<file path="config.mk">
export PLATFORM = sky130hd
export DESIGN_NAME = rect_draw_scheduler
export DESIGN_NICKNAME = d
export VERILOG_FILES = /design/src/rtl/draw_pkg.sv /design/src/rtl/rr_arbiter.sv /design/src/rtl/rect_draw_scheduler.sv
export SDC_FILE = /design/constraint.sdc
export NUM_CORES = 1
export LEC_CHECK = 0
export CAP_MARGIN = 20
export CELL_PAD_IN_SITES_DETAIL_PLACEMENT = 2
export CELL_PAD_IN_SITES_GLOBAL_PLACEMENT = 2
export CORE_ASPECT_RATIO = 1.75
export CORE_UTILIZATION = 28
export CTS_CLUSTER_SIZE = 40
export DETAILED_ROUTE_END_ITERATION = 7
export PLACE_DENSITY_LB_ADDON = 0.1
export SLEW_MARGIN = 20
export SYNTH_ARGS = -nofsm -noshare
export SYNTH_HDL_FRONTEND = slang
export SYNTH_HIERARCHICAL = 1
export SYNTH_SLANG_ARGS = --single-unit
</file>
<file path="constraint.sdc">
create_clock -name clk -period 4.95 [get_ports clk]
set_input_delay 0.495 -clock clk [delete_from_list [all_inputs] [get_ports clk]]
set_output_delay 0.495 -clock clk [all_outputs]
set_load 0.02 [all_outputs]
</file>
<file path="src/rtl/draw_pkg.sv">
// Shared definitions for the VGA drawing path: screen size, default widths,
// scheduler state encoding and requester slot assignments.
package draw_pkg;

  localparam int SCREEN_W    = 160;
  localparam int SCREEN_H    = 120;

  localparam int DEF_NUM_REQ = 4;
  localparam int DEF_X_W     = 8;
  localparam int DEF_Y_W     = 7;
  localparam int DEF_C_W     = 3;

  typedef enum logic [1:0] {
    IDLE = 2'b00,
    DRAW = 2'b01,
    DONE = 2'b10
  } state_t;

  // Requester slots as wired in the game top level
  localparam int REQ_BRICK        = 0;
  localparam int REQ_PADDLE_ERASE = 1;
  localparam int REQ_PADDLE_DRAW  = 2;
  localparam int REQ_BALL         = 3;

endpackage

</file>
<file path="src/rtl/rr_arbiter.sv">
// Combinational round-robin arbiter: the lowest requesting index at or after
// ptr, counting cyclically, gets a one-hot grant.
module rr_arbiter #(
  parameter int NUM_REQ = 4,
  parameter int PTR_W   = 2
) (
  input  logic [NUM_REQ-1:0] req,
  input  logic [PTR_W-1:0]   ptr,
  output logic [NUM_REQ-1:0] grant,
  output logic               valid
);

  logic [NUM_REQ-1:0] rot_req;
  logic [NUM_REQ-1:0] rot_grant;

  // Rotate so ptr sits at bit 0, take the lowest set bit, rotate back.
  assign rot_req   = NUM_REQ'({req, req} >> ptr);
  assign rot_grant = rot_req & (~rot_req + 1'b1);
  assign grant     = NUM_REQ'(({rot_grant, rot_grant} << ptr) >> NUM_REQ);
  assign valid     = |req;

endmodule

</file>
<file path="src/rtl/rect_draw_scheduler.sv">
// Round-robin scheduler that scans one solid rectangle at a time onto the VGA
// pixel-write port. Define RECT_CLIP_EN to suppress plot for off-screen pixels.
module rect_draw_scheduler
  import draw_pkg::*;
#(
  parameter int NUM_REQ = DEF_NUM_REQ,
  parameter int X_W     = DEF_X_W,
  parameter int Y_W     = DEF_Y_W,
  parameter int C_W     = DEF_C_W
) (
  input  logic                   clk,
  input  logic                   reset,
  input  logic [NUM_REQ-1:0]     req,
  input  logic [NUM_REQ*X_W-1:0] rect_x,
  input  logic [NUM_REQ*Y_W-1:0] rect_y,
  input  logic [NUM_REQ*X_W-1:0] rect_w,
  input  logic [NUM_REQ*Y_W-1:0] rect_h,
  input  logic [NUM_REQ*C_W-1:0] rect_c,
  output logic [NUM_REQ-1:0]     done,
  output logic                   busy,
  output logic [X_W-1:0]         x,
  output logic [Y_W-1:0]         y,
  output logic [C_W-1:0]         colour,
  output logic                   plot
);

  localparam int PTR_W = (NUM_REQ > 1) ? $clog2(NUM_REQ) : 1;
`ifdef RECT_CLIP_EN
  localparam int XS_W = X_W + 1;
  localparam int YS_W = Y_W + 1;
`else
  localparam int XS_W = X_W;
  localparam int YS_W = Y_W;
`endif

  state_t             state;
  logic [PTR_W-1:0]   ptr;
  logic [PTR_W-1:0]   gidx;
  logic [PTR_W-1:0]   win_idx;
  logic [NUM_REQ-1:0] gmask;
  logic [NUM_REQ-1:0] arb_grant;
  logic               arb_valid;

  logic [X_W-1:0] sx [NUM_REQ];
  logic [Y_W-1:0] sy [NUM_REQ];
  logic [X_W-1:0] sw [NUM_REQ];
  logic [Y_W-1:0] sh [NUM_REQ];
  logic [C_W-1:0] sc [NUM_REQ];

  logic [X_W-1:0] x0, w, cx, ncx;
  logic [Y_W-1:0] y0, h, cy, ncy;
  logic           last_col, last_pix, zero_area;
  logic [XS_W-1:0] xs_grant, xs_draw;
  logic [YS_W-1:0] ys_grant, ys_draw;
  logic           grant_on, draw_on;

  for (genvar i = 0; i < NUM_REQ; i++) begin : g_unpack
    assign sx[i] = rect_x[i*X_W +: X_W];
    assign sy[i] = rect_y[i*Y_W +: Y_W];
    assign sw[i] = rect_w[i*X_W +: X_W];
    assign sh[i] = rect_h[i*Y_W +: Y_W];
    assign sc[i] = rect_c[i*C_W +: C_W];
  end

  rr_arbiter #(
    .NUM_REQ (NUM_REQ),
    .PTR_W   (PTR_W)
  ) u_arb (
    .req   (req),
    .ptr   (ptr),
    .grant (arb_grant),
    .valid (arb_valid)
  );

  always_comb begin
    win_idx = '0;
    for (int i = 0; i < NUM_REQ; i++) begin
      if (arb_grant[i]) win_idx = PTR_W'(i);
    end
  end

  assign zero_area = (sw[win_idx] == '0) || (sh[win_idx] == '0);

  // Outputs are registered one pixel ahead: the scan position after this edge.
  assign last_col = (cx == w - 1'b1);
  assign last_pix = last_col && (cy == h - 1'b1);
  assign ncx      = last_col ? '0 : cx + 1'b1;
  assign ncy      = last_col ? cy + 1'b1 : cy;

  assign xs_grant = XS_W'(sx[win_idx]);
  assign ys_grant = YS_W'(sy[win_idx]);
  assign xs_draw  = XS_W'(x0) + XS_W'(ncx);
  assign ys_draw  = YS_W'(y0) + YS_W'(ncy);

`ifdef RECT_CLIP_EN
  function automatic logic on_screen(input logic [XS_W-1:0] xs, input logic [YS_W-1:0] ys);
    return (xs < XS_W'(SCREEN_W)) && (ys < YS_W'(SCREEN_H));
  endfunction

  assign grant_on = on_screen(xs_grant, ys_grant);
  assign draw_on  = on_screen(xs_draw, ys_draw);
`else
  assign grant_on = 1'b1;
  assign draw_on  = 1'b1;
`endif

  // Rectangle geometry is captured at grant and needs no reset.
  always_ff @(posedge clk) begin
    if (state == IDLE && arb_valid) begin
      x0 <= sx[win_idx];
      y0 <= sy[win_idx];
      w  <= sw[win_idx];
      h  <= sh[win_idx];
    end
  end

  always_ff @(posedge clk or posedge reset) begin
    if (reset) begin
      state  <= IDLE;
      ptr    <= '0;
      gidx   <= '0;
      gmask  <= '0;
      cx     <= '0;
      cy     <= '0;
      done   <= '0;
      busy   <= 1'b0;
      plot   <= 1'b0;
      x      <= '0;
      y      <= '0;
      colour <= '0;
    end else begin
      done <= '0;
      case (state)
        IDLE: begin
          plot <= 1'b0;
          if (arb_valid) begin
            gidx  <= win_idx;
            gmask <= arb_grant;
            cx    <= '0;
            cy    <= '0;
            busy  <= 1'b1;
            if (zero_area) begin
              state <= DONE;
              done  <= arb_grant;
            end else begin
              state  <= DRAW;
              x      <= xs_grant[X_W-1:0];
              y      <= ys_grant[Y_W-1:0];
              colour <= sc[win_idx];
              plot   <= grant_on;
            end
          end
        end
        DRAW: begin
          if (last_pix) begin
            state <= DONE;
            plot  <= 1'b0;
            done  <= gmask;
          end else begin
            cx   <= ncx;
            cy   <= ncy;
            x    <= xs_draw[X_W-1:0];
            y    <= ys_draw[Y_W-1:0];
            plot <= draw_on;
          end
        end
        DONE: begin
          state <= IDLE;
          busy  <= 1'b0;
          plot  <= 1'b0;
          ptr   <= (gidx == PTR_W'(NUM_REQ - 1)) ? '0 : gidx + 1'b1;
        end
        default: begin
          state <= IDLE;
          busy  <= 1'b0;
          plot  <= 1'b0;
        end
      endcase
    end
  end

endmodule
</file>
==> results.ini <==
[min_path]
min_path_type = reg2reg
hp-start = y[0]$_DFFE_PP0P_
whs_path_depth = 2
hold_end = y[0]$_DFFE_PP0P_

[logic_synthesis]
synth-edff-count = 30
synth.avg_cell_area_um2 = 8.98
synth_cells = 616
yosysTopAreaCell = dfrtp_1
yosys_most_used_dff = dfrtp_1
syn_area_um2 = 5530
ys_seq_area_share_pct = 38.4
async_flop_share_pct = 62.0
ys_ff_latch = 79
synth_warnings = 6
syn_nets = 774
synth_top_area_share_pct = 22.2
yosysUniqueCellTypes = 68
ys_top_cells_by_area = dfrtp_1 (22%), edfxtp_1 (16%), mux2i_1 (7.4%), nand2_1 (4.8%), a21oi_1 (4.6%)

[die]
core_area_um2 = 19300
num_rows = 67
pin_count = 162
die-area_um2 = 20300
die_h_um = 188
initial_core_util_pct = 28.7
dieWidth_um = 108

[power_and_ir_drop]
p_leak_nw = 3.04
ir_worst_vdd_mv = 0.216
powerDensity_nw_per_um2 = 412
fin_total_pwr_mw = 3.16

[placed_design]
gp_congestion = 0.824
portBuffers = 161
place_hpwl_mm = 16.7

[setup_path]
cp_slowest_cell = edfxtp_1
end_kind = flop
critPathMaxStageDelay_ns = 0.46
crit_chain = inv_1 -> ha_1 -> o21bai_1 -> a211oi_1 -> o21bai_1 -> nand2_1 -> and2_1 -> xor2_1 -> ha_1 -> inv_1 -> fa_1 -> nor2b_1 -> o21ai_0 -> a21boi_0 -> o21ai_0 -> a21boi_0 -> o211a_1 -> o31ai_1 -> mux2_2
reg2reg_setup_slack_ns = 0.37
worstSetupPathType = reg2reg
reg2reg_to = y[6]$_DFFE_PP0P_
worst_ep_required_time_ns = 5.18
cp_max_fo = 10
reg2reg_from = w[0]$_DFFE_PP_
rr_worst_depth = 19
startpoint_type = flop
crit_arrival_ns = 4.81

[sta]
fin_skew_ns = 0.0159
maxSlewViolCount = 0
setup_viol = 0
rsz0062_at_grt = no
period_needed_ns = 4.58
finalHoldViolations = 0
slew_headroom_pct = 42.7
max_freq_mhz = 218
final.setup.tns_ns = 0
worst_slew_pin_slew_ns = 0.858
finalCritPeriodShare_pct = 92.6

[global_routing]
grt_usage_pct = 21.0
antenna_found_initial = 0
grt_max_degree = 50
grt_pass1_wl_mm = 32.0
gr-total-overflow = 0
grt_pass1_vias = 5923

[layout]
antenna_cells = 0
fin_util_pct = 39.8
layout_common_cells = clkdlybuf4s50_1 (161), nand2_1 (71), a21oi_1 (51)
areaGrowthSynthToFinish_pct = 38.7
final_common_cell = clkdlybuf4s50_1
drive_gt1_share_pct = 6.77
layout.nets = 921
nFillCells = 2169

[cts]
cts_tree = built
htreeDepth = 3
cts_root_buf = clkbuf_16
post-cts-setup-buffers = 0
holdBufCountCts = 0
clk_path_buf_depth = 2
insertion_delay_ns = 0.35
post_cts_resized = 0
cts_sinks = 79
path_clk_slew_ns = 0.06
cts_buffers = 9

[routing]
routed-wl-met3_um = 624
dr.pass1.iters = 5
drc_errors = 0
via_per_inst = 5.20
drt-met1-wl_mm = 7.55
ant_nets = 0
wl_per_cell_um = 20.4
dr.max_layer_used = met4
wl_met2_mm = 11.7
drtIter0Drc = 206
vias = 5251
drt-total-wl_mm = 20.6

[run_status]
status = completed

[run]
max_cap_violations = 0

cells by family after synthesis:
kind of cell,Yosys count,share of synthesized area [%]
AOI/OAI and AO/OA,167,19.8
and+or+nand+nor,195,16.9
adders and majority gates,21,4.98
xor gates and xnor gates,33,5.22
muxes,51,9.45
DFF,79,38.4
buffers and inverters,70,5.18
how the worst max path moves through the flow:
stage / cells after the start / slack, ns / endpoint / startpoint
5_1_grt: 18 / 0.007 / y[6]$_DFFE_PP0P_ / w[0]$_DFFE_PP_
4_1_cts: 18 / 0.32 / y[6]$_DFFE_PP0P_ / w[0]$_DFFE_PP_
6_report: 19 / 0.37 / y[6]$_DFFE_PP0P_ / w[0]$_DFFE_PP_
2_1_floorplan: 22 / 0.84 / y[6]$_DFFE_PP0P_ / w[0]$_DFFE_PP_
3_3_place_gp: 12 / 0.69 / x[7]$_DFFE_PP0P_ / req[1]
3_5_place_dp: 18 / 0.43 / y[6]$_DFFE_PP0P_ / w[0]$_DFFE_PP_
power breakdown:
part,switching (mW),internal (mW),leakage (nW),total [mW]
clock,0.294,0.423,0.157,0.716
sequential,0.171,0.872,0.884,1.04
combinational,0.762,0.639,2.00,1.40
total,1.23,1.93,3.04,3.16
cell type report:
type | instances | area [µm²] | share of cell area, %
flip-flops and latches | 79 | 2130 | 27.7
inverters | 38 | 145 | 1.89
multi-input cells | 467 | 3120 | 40.7
clock buffers | 11 | 253 | 3.29
well taps | 241 | 302 | 3.93
repair buffers | 168 | 1660 | 21.7
clock inverters | 5 | 62.6 | 0.815
through the flow:
stage / worst slack (ns) / cells / area [µm²] / hold WS, ns
detailed placement: 0.431 / 993 / 7360 / 0.477
finish: 0.369 / 1009 / 7670 / 0.485
global placement: 0.687 / 993 / 7360 / 0.461
floorplan: 0.845 / 616 / 5530 / 0.447
CTS: 0.322 / 1009 / 7670 / 0.492
global route: 0.00671 / 1009 / 7670 / 0.519
registers in the layout, indices dropped and copies added, names as in the netlist:
signal	count
w	8
plot	1
gidx	2
ptr	2
cx	8
state	2
gmask	4
busy	1
x	8
h	7
y	7
done	4
colour	3
y0	7
cy	7
x0	8
layer usage:
layer  GRT usage, %  vias up
li1               -     2504
met1           21.2     2579
met2           40.8      129
met3           3.37       39
met4           9.20        0
met5              0        -
cells in the mapped netlist (8+ instances only):
master    number
xor2_1        12
nand2_1       71
a21oi_1       51
nor2b_1        8
nor3_1        13
edfxtp_1      30
clkbuf_1      18
o21ai_0       50
mux2i_1       41
dfrtp_1       49
ha_1          18
buf_2          8
xnor2_1       21
mux2_2        10
nor2_1        50
inv_1         36
worst max-delay path, delay by kind of cell, from the launching register on:
kind,cells,cell delay [ns]
DFF,1,0.46
buffers and inverters,2,0.13
muxes,1,0.27
adders and majority gates,3,0.89
xor gates and xnor gates,1,0.20
and+or+nand+nor,3,0.79
AOI/OAI and AO/OA,9,1.73
Power figures use the tool's default switching activity.
